--- src/rtl/pipe_stage_reg.sv ---
// Parametrised pipeline stage register with valid/ready handshake, stall, flush and a saturating stall counter.
// Define PIPE_SKID_EN to use a 2-entry skid buffer so in_ready has no combinational path from out_ready.
module pipe_stage_reg #(
  parameter int CTRL_W = 9,
  parameter int DATA_W = 32,
  parameter int N_DATA = 3,
  parameter int ADDR_W = 5,
  parameter int N_ADDR = 3,
  parameter int CNT_W  = 16
) (
  input  logic                     clk,
  input  logic                     rst,
  input  logic                     stall,
  input  logic                     flush,
  input  logic                     in_valid,
  output logic                     in_ready,
  input  logic [CTRL_W-1:0]        ctrl_in,
  input  logic [N_DATA*DATA_W-1:0] data_in,
  input  logic [N_ADDR*ADDR_W-1:0] addr_in,
  output logic                     out_valid,
  input  logic                     out_ready,
  output logic [CTRL_W-1:0]        ctrl_out,
  output logic [N_DATA*DATA_W-1:0] data_out,
  output logic [N_ADDR*ADDR_W-1:0] addr_out,
  output logic [CNT_W-1:0]         stall_cnt
);

  localparam logic [CNT_W-1:0] CNT_MAX = {CNT_W{1'b1}};
  localparam logic [CNT_W-1:0] CNT_ONE = {{(CNT_W-1){1'b0}}, 1'b1};

  logic in_fire_s;
  logic main_free_s;

  assign in_fire_s   = in_valid && in_ready;
  assign main_free_s = !out_valid || out_ready;

`ifdef PIPE_SKID_EN
  logic                     skid_valid_r;
  logic [CTRL_W-1:0]        skid_ctrl_r;
  logic [N_DATA*DATA_W-1:0] skid_data_r;
  logic [N_ADDR*ADDR_W-1:0] skid_addr_r;

  assign in_ready = !rst && !stall && !skid_valid_r;

  // Main/skid entry update; skid only fills while main is blocked, so main is never empty with skid full
  always_ff @(posedge clk) begin
    if (rst) begin
      out_valid    <= 1'b0;
      ctrl_out     <= '0;
      data_out     <= '0;
      addr_out     <= '0;
      skid_valid_r <= 1'b0;
      skid_ctrl_r  <= '0;
      skid_data_r  <= '0;
      skid_addr_r  <= '0;
    end else if (flush) begin
      out_valid    <= 1'b0;
      ctrl_out     <= '0;
      skid_valid_r <= 1'b0;
      skid_ctrl_r  <= '0;
    end else if (main_free_s) begin
      if (skid_valid_r) begin
        out_valid    <= 1'b1;
        ctrl_out     <= skid_ctrl_r;
        data_out     <= skid_data_r;
        addr_out     <= skid_addr_r;
        skid_valid_r <= 1'b0;
        skid_ctrl_r  <= '0;
      end else if (in_fire_s) begin
        out_valid <= 1'b1;
        ctrl_out  <= ctrl_in;
        data_out  <= data_in;
        addr_out  <= addr_in;
      end else begin
        out_valid <= 1'b0;
        ctrl_out  <= '0;
      end
    end else if (in_fire_s) begin
      skid_valid_r <= 1'b1;
      skid_ctrl_r  <= ctrl_in;
      skid_data_r  <= data_in;
      skid_addr_r  <= addr_in;
    end
  end
`else
  assign in_ready = !rst && !stall && main_free_s;

  // Single-entry update: flush beats capture, a drain with no new input leaves a zero-control bubble
  always_ff @(posedge clk) begin
    if (rst) begin
      out_valid <= 1'b0;
      ctrl_out  <= '0;
      data_out  <= '0;
      addr_out  <= '0;
    end else if (flush) begin
      out_valid <= 1'b0;
      ctrl_out  <= '0;
    end else if (in_fire_s) begin
      out_valid <= 1'b1;
      ctrl_out  <= ctrl_in;
      data_out  <= data_in;
      addr_out  <= addr_in;
    end else if (out_valid && out_ready) begin
      out_valid <= 1'b0;
      ctrl_out  <= '0;
    end
  end
`endif

  // Saturating count of cycles where upstream offered data but the stage refused it
  always_ff @(posedge clk) begin
    if (rst) begin
      stall_cnt <= '0;
    end else if (in_valid && !in_ready && (stall_cnt != CNT_MAX)) begin
      stall_cnt <= stall_cnt + CNT_ONE;
    end
  end

endmodule
--- config.mk ---
export PLATFORM = sky130hd
export DESIGN_NAME = pipe_stage_reg
export DESIGN_NICKNAME = d
export VERILOG_FILES = /design/src/rtl/pipe_stage_reg.sv
export SDC_FILE = /design/constraint.sdc
export NUM_CORES = 1
export LEC_CHECK = 0
export ABC_CLOCK_PERIOD_IN_PS = 4800
export CORE_MARGIN = 2
export CORE_UTILIZATION = 40
export CTS_BUF_LIST = sky130_fd_sc_hd__clkbuf_16
export DETAILED_ROUTE_END_ITERATION = 10
export GPL_TIMING_DRIVEN = 0
export PLACE_DENSITY = 0.85
export RECOVER_POWER = 100
export SLEW_MARGIN = 20
export SYNTH_ARGS = -nofsm -noshare
export SYNTH_HDL_FRONTEND = slang
export SYNTH_SLANG_ARGS = --single-unit
export TNS_END_PERCENT = 30
--- constraint.sdc ---
create_clock -name clk -period 4.8 [get_ports clk]
set_input_delay 0.96 -clock clk [delete_from_list [all_inputs] [get_ports clk]]
set_output_delay 0.96 -clock clk [all_outputs]
set_load 0.01 [all_outputs]
==> results of run 1 <==
[layout make-up]
cell class	instances	share of cell area, %
repair buffers	263	30.83
clock inverters	15	2.154
inverters	1	0.04396
well taps	172	2.521
flip-flops and latches	137	32.12
plain buffers	43	2.828
multi-input cells	450	24.52
clock buffers	17	4.982
[cells in the mapped netlist]
library cell	n	area (um^2)
or4_1	5	37.54
clkbuf_1	20	75.07
and4_1	3	26.28
nor2b_1	5	31.28
or2_1	2	12.51
or4_4	1	11.26
a21oi_1	132	660.6
nor4b_1	1	8.760
nor4_1	3	18.77
mux2_1	2	22.52
a31oi_1	1	6.260
inv_1	1	3.750
nand3_1	12	60.06
nor3_2	1	10.01
nand3b_1	1	7.510
ha_1	1	12.51
and2_1	1	6.260
nor4_4	1	21.27
o41ai_1	1	8.760
o21ai_1	1	5.000
nor4_2	1	12.51
a2111oi_0	1	8.760
o2111ai_1	1	8.760
o31ai_1	5	37.54
or2_0	1	6.260
nor3_1	4	20.02
a311oi_1	1	8.760
a211o_1	1	8.760
nand2b_1	1	6.260
dfxtp_1	137	2743
a21boi_0	1	7.510
or2_2	1	6.260
nand4_1	4	25.02
buf_6	10	112.6
o21ai_0	4	20.02
or3_1	3	18.77
buf_2	12	60.06
mux2_2	2	22.52
nand2_1	237	889.6
nor2_1	8	30.03
buf_4	1	7.510
[state kept, by name, summed over array words and instances, names as in the netlist]
name	cells
stall_cnt	16
out_valid	1
addr_out	15
ctrl_out	9
data_out	96
[cells by family after synthesis]
family | Yosys count | share of synthesized area [%]
simple gates | 296 | 24.80
fa+ha+maj | 1 | 0.2450
mux | 4 | 0.8821
buf+inv | 44 | 5.072
flops | 137 | 53.71
compound gates | 149 | 15.29
[final timing paths]
| kind | start | to | depth (start not counted) |
|---|---|---|---|
| min | data_out[1]$_SDFFE_PP0P_ | data_out[1]$_SDFFE_PP0P_ | 2 |
| max | rst | in_ready | 5 |
| min reg2reg | data_out[1]$_SDFFE_PP0P_ | data_out[1]$_SDFFE_PP0P_ | 2 |
| max reg2reg | out_valid$_SDFFE_PP0P_ | data_out[22]$_SDFFE_PP0P_ | 7 |
[power by group]
part / internal, mW / total [mW] / switching, mW / leakage [nW]
clock network: 0.860 / 1.36 / 0.498 / 0.299
registers: 1.16 / 1.17 / 0.0108 / 1.11
logic: 0.141 / 0.240 / 0.0991 / 1.96
[worst max-delay path, delay by kind of cell]
| family | cells | cell delay [ns] |
|---|---|---|
| AND/OR/NAND/NOR | 2 | 0.35 |
| buffers and inverters | 3 | 1.46 |
[per-stage QoR]
step | instance area (um^2) | hold slack, ns | cells | util, % | setup WS (ns)
after global routing | 8538 | 0.4628 | 1098 | 68.21 | 0.9839
after CTS | 8563 | 0.4531 | 1098 | 68.41 | 1.198
after floorplan | 5106 | 0.4805 | 631 | - | 2.363
after detailed placement | 7954 | 0.4453 | 1066 | 63.54 | 1.201
after global placement | 7954 | 0.4410 | 1066 | 63.54 | 1.205
final | 8538 | 0.4477 | 1098 | 68.21 | 1.067
[metal layers]
layer | vias to the layer above | global-route usage (%) | share of wire [%]
li1 | 2683 | - | -
met1 | 2499 | 24.52 | 38
met2 | 236 | 43.78 | 50
met3 | 33 | 10.09 | 9.4
met4 | 0 | 10.04 | 2.7
met5 | - | 0 | 0
==> results.ini, run 1 <==
[clock_tree]
postCtsHoldBufs = 0
path_clk_slew_ns = 0.06
cts_max_path_buffers = 2
cts_num_sinks = 137
insertion_delay_ns = 0.42
cts_tree = done
htreeDepth = 4
cts_resized = 0
cts_setup_buffers = 0
root_buffer = clkbuf_16
numCtsBuffers = 17

[timing]
max_freq_mhz = 267.8
tightestPinTransition_ns = 0.9884
post-route-period-util_pct = 77.78
final.setup.tns_ns = 0
slew_headroom_pct = 32.41
grt_setup_unrepaired = no
finalHoldViolCount = 0
drv_slew = 0
setup_violations = 0
finClkSkew_ns = 0.005856
min_period_ns = 3.733

[detailed_routing]
wl_mm = 17.23
wl_per_cell_um = 15.70
drc = 0
viasPerCell = 4.964
dr.first_iter.drc_count = 316
vias = 5451
drt_first_pass_iters = 6
ant_nets = 0

[hold_path]
min_path_type = flip-flop to flip-flop

[synthesis]
ys_ff_latch = 137
ys_seq_area_share_pct = 53.71
synthCells = 631
synth_cell_types = 41
synth_area_mm2 = 0.005106
synth_warnings = 0
synth_area_per_cell_um2 = 8.092
syn-num-nets = 758

[power]
p_total_mw = 2.768
power_density_mw_per_mm2 = 324.2
power_leakage_nw = 3.370
max-vdd-ir-drop_uv = 251.7

[worst_setup_path]
critPathMaxStageDelay_ns = 0.68
cp_slowest_cell = dlygate4sd3_1
critical_path.cell_chain = dlygate4sd3_1 > or2_1 > clkbuf_1 > nor2_1 > dlygate4sd3_1
crit_arrival_ns = 2.77
required_ns = 3.84
crit_fanout = 8
endpoint_kind = primary output
path_common_cell = dlygate4sd3_1
rrSetupSlack_ns = 2.27
crit_type = input pin to primary output
worst_setup_path_start_kind = input pin

[global_routing]
grt_max_degree = 17
grt_first_pass_wirelength_mm = 25.02
grt-ovfl-total = 0
grt_usage_pct = 24.18
grt_pass1_vias = 5108
antenna_found_initial = 0

[floorplan]
core_area_mm2 = 0.01252
pin_count = 264
fp.dieH_um = 117.0
fp-row-count = 41
initial_utilization_pct = 40.79
die_area_mm2 = 0.01369
die_w_um = 117.0

[cells_and_area]
fillCellCount = 1010
drive_gt1_share_pct = 4.968
diodes = 0
area_growth_pct = 67.21
nets = 1040
final_common_cell = nand2_1
layout_common_cells = 237 x nand2_1, 139 x dlygate4sd3_1, 137 x dfxtp_1, 132 x a21oi_1, 124 x clkdlybuf4s50_1
seq_area_mm2 = 0.002743
multiInputGateArea_mm2 = 0.002093

[placement]
numPortBuffers = 263
gp_congestion = 0.8567
detailed_place_hpwl_mm = 12.22

[outcome]
status = complete, no violations

[job]
cap_violations = 0

(Power assumes the default switching activity.)
==> run 2, diff against run 1 <==
- ABC_CLOCK_PERIOD_IN_PS: 4800 -> 3300
- CORE_UTILIZATION: 40 -> 36
- PLACE_DENSITY: 0.85 -> 0.81
- clock period: 4.8 -> 3.3 ns (I/O delays scaled with it)
==> results.ini, run 2 (synthesis results as in run 1) <==
[outcome]
status = complete, no violations  ; unchanged

[timing]
max_freq_mhz = 329.3
setup_violations = 0  ; unchanged
finalHoldViolCount = 0  ; unchanged
slew_headroom_pct = 27.14  ; was 32.41%
post-route-period-util_pct = 92.03
timing.hold.ws_ns = 0.4468  ; was 0.4477 ns
finClkSkew_ns = 0.006954  ; was 0.005856 ns
min_period_ns = 3.037
grt_setup_unrepaired = no  ; unchanged
final.setup.tns_ns = 0  ; unchanged
tightestPinTransition_ns = 1.065  ; was 0.9884 ns
drv_slew = 0  ; unchanged

[placement]
gp_congestion = 0.8824  ; was 0.8567
detailed_place_hpwl_mm = 12.24  ; was 12.22 mm
numPortBuffers = 263  ; unchanged

[hold_path]
min_path_type = flip-flop to flip-flop  ; unchanged

[clock_tree]
numCtsBuffers = 17  ; unchanged
cts_max_path_buffers = 2  ; unchanged
cts_tree = done  ; unchanged
root_buffer = clkbuf_16  ; unchanged
path_clk_slew_ns = 0.05  ; was 0.06 ns
cts_setup_buffers = 0  ; unchanged
postCtsHoldBufs = 0  ; unchanged
insertion_delay_ns = 0.42  ; about the same
htreeDepth = 4  ; unchanged
cts_resized = 0  ; unchanged
cts_num_sinks = 137  ; unchanged

[cells_and_area]
final_common_cell = nand2_1  ; unchanged
diodes = 0  ; unchanged
nets = 1040  ; unchanged
drive_gt1_share_pct = 5.292  ; was 4.968%
layout_common_cells = 237 x nand2_1, 138 x dlygate4sd3_1, 137 x dfxtp_1, 132 x a21oi_1, 125 x clkdlybuf4s50_1  ; was 237 x nand2_1, 139 x dlygate4sd3_1, 137 x dfxtp_1, 132 x a21oi_1, 124 x clkdlybuf4s50_1
top_regs = data_out x96, stall_cnt x16, addr_out x15  ; unchanged
largest_reg_flops = 96  ; unchanged
largest-register = data_out  ; unchanged
fillCellCount = 1219  ; was 1010
area_growth_pct = 67.58  ; was 67.21%

[detailed_routing]
vias = 5335  ; was 5451
wl_per_cell_um = 14.96  ; was 15.70 um
ant_nets = 0  ; unchanged
wl_mm = 16.54  ; was 17.23 mm
drt_first_pass_iters = 4  ; was 6
viasPerCell = 4.824  ; was 4.964
dr.first_iter.drc_count = 241  ; was 316
drc = 0  ; unchanged

[worst_setup_path]
required_ns = 2.64  ; was 3.84 ns
endpoint_kind = primary output  ; unchanged
reg2reg_from = out_valid$_SDFFE_PP0P_  ; unchanged
crit_end = in_ready  ; unchanged
reg2reg_depth = 7  ; unchanged
r2r-end = data_out[54]$_SDFFE_PP0P_  ; was data_out[22]$_SDFFE_PP0P_
worst_setup_path_start_kind = input pin  ; unchanged
rrSetupSlack_ns = 1.01  ; was 2.27 ns
crit_fanout = 8  ; unchanged
crit_arrival_ns = 2.38  ; was 2.77 ns
crit_type = input pin to primary output  ; unchanged
startpoint = rst  ; unchanged

[power]
max-vdd-ir-drop_uv = 273.8  ; was 251.7 uV
power_leakage_nw = 3.375  ; was 3.370 nW
power_density_mw_per_mm2 = 469.1  ; was 324.2 mW/mm^2

[global_routing]
grt-ovfl-total = 0  ; unchanged
grt_max_degree = 17  ; unchanged
grt_first_pass_wirelength_mm = 24.31  ; was 25.02 mm
grt_pass1_vias = 4921  ; was 5108
grt_usage_pct = 21.03  ; was 24.18%
antenna_found_initial = 0  ; unchanged

[job]
cap_violations = 0  ; unchanged

[floorplan]
die_w_um = 123.1  ; was 117.0 um
fp-row-count = 43  ; was 41
fp.dieH_um = 123.1  ; was 117.0 um
core_area_mm2 = 0.01388  ; was 0.01252 mm^2
initial_utilization_pct = 36.79  ; was 40.79%
pin_count = 264  ; unchanged
die_area_mm2 = 0.01515  ; was 0.01369 mm^2

[run 2: area by class of cell]
cell class / instances / area (um^2) / area share (%)
repair buffers: 263 / 2633 / 30.76
plain buffers: 43 / 244.0 / 2.851
clock buffers: 17 / 425.4 / 4.971
multi-input cells: 450 / 2100 / 24.54
flip-flops and latches: 137 / 2743 / 32.05
inverters: 1 / 3.754 / 0.04387
clock inverters: 15 / 183.9 / 2.149
well taps: 180 / 225.2 / 2.632
[run 2: per-layer routing]
| layer | up-vias | part of all wire (%) | global-route usage [%] |
|---|---|---|---|
| met4 | 0 | 2.3 | 9.020 |
| met2 | 221 | 48 | 36.22 |
| met5 | - | 0 | 0 |
| li1 | 2689 | - | - |
| met3 | 31 | 11 | 8.672 |
| met1 | 2394 | 38 | 22.68 |
[run 2: through the flow]
step	setup slack [ns]	util [%]	std cells	power [mW]	instance area [um^2]
after floorplan	1.338	-	631	1.848	5106
after global placement	0.2339	57.37	1074	2.096	7964
after detailed placement	0.2055	57.37	1074	2.100	7964
after CTS	0.3036	61.76	1106	4.068	8573
after global routing	0.1315	61.65	1106	4.162	8557
final	0.2630	61.65	1106	4.014	8557
[run 2: worst min-delay path by stage]
| stage | end | from | cells past startpoint |
|---|---|---|---|
| 2_1_floorplan | addr_out[0]$_SDFFE_PP0P_ | addr_out[0]$_SDFFE_PP0P_ | 2 |
| 6_report | addr_out[6]$_SDFFE_PP0P_ | addr_out[6]$_SDFFE_PP0P_ | 2 |
| 5_1_grt | data_out[32]$_SDFFE_PP0P_ | data_out[32]$_SDFFE_PP0P_ | 2 |
| 3_3_place_gp | data_out[81]$_SDFFE_PP0P_ | data_out[81]$_SDFFE_PP0P_ | 2 |
| 4_1_cts | data_out[33]$_SDFFE_PP0P_ | data_out[33]$_SDFFE_PP0P_ | 2 |
| 3_5_place_dp | data_out[33]$_SDFFE_PP0P_ | data_out[33]$_SDFFE_PP0P_ | 2 |
[run 2: critical path, stage by stage]
cell,delay (ns)
dlygate4sd3_1,0.67
or2_1,0.25
buf_2,0.16
nor2_1,0.09
clkdlybuf4s50_1,0.55
[run 2: power by group]
part	total (mW)	internal [mW]	switching, mW
clock network	1.96	1.25	0.714
logic	0.347	0.206	0.142
registers	1.70	1.69	0.0152
total	4.01	3.14	0.871
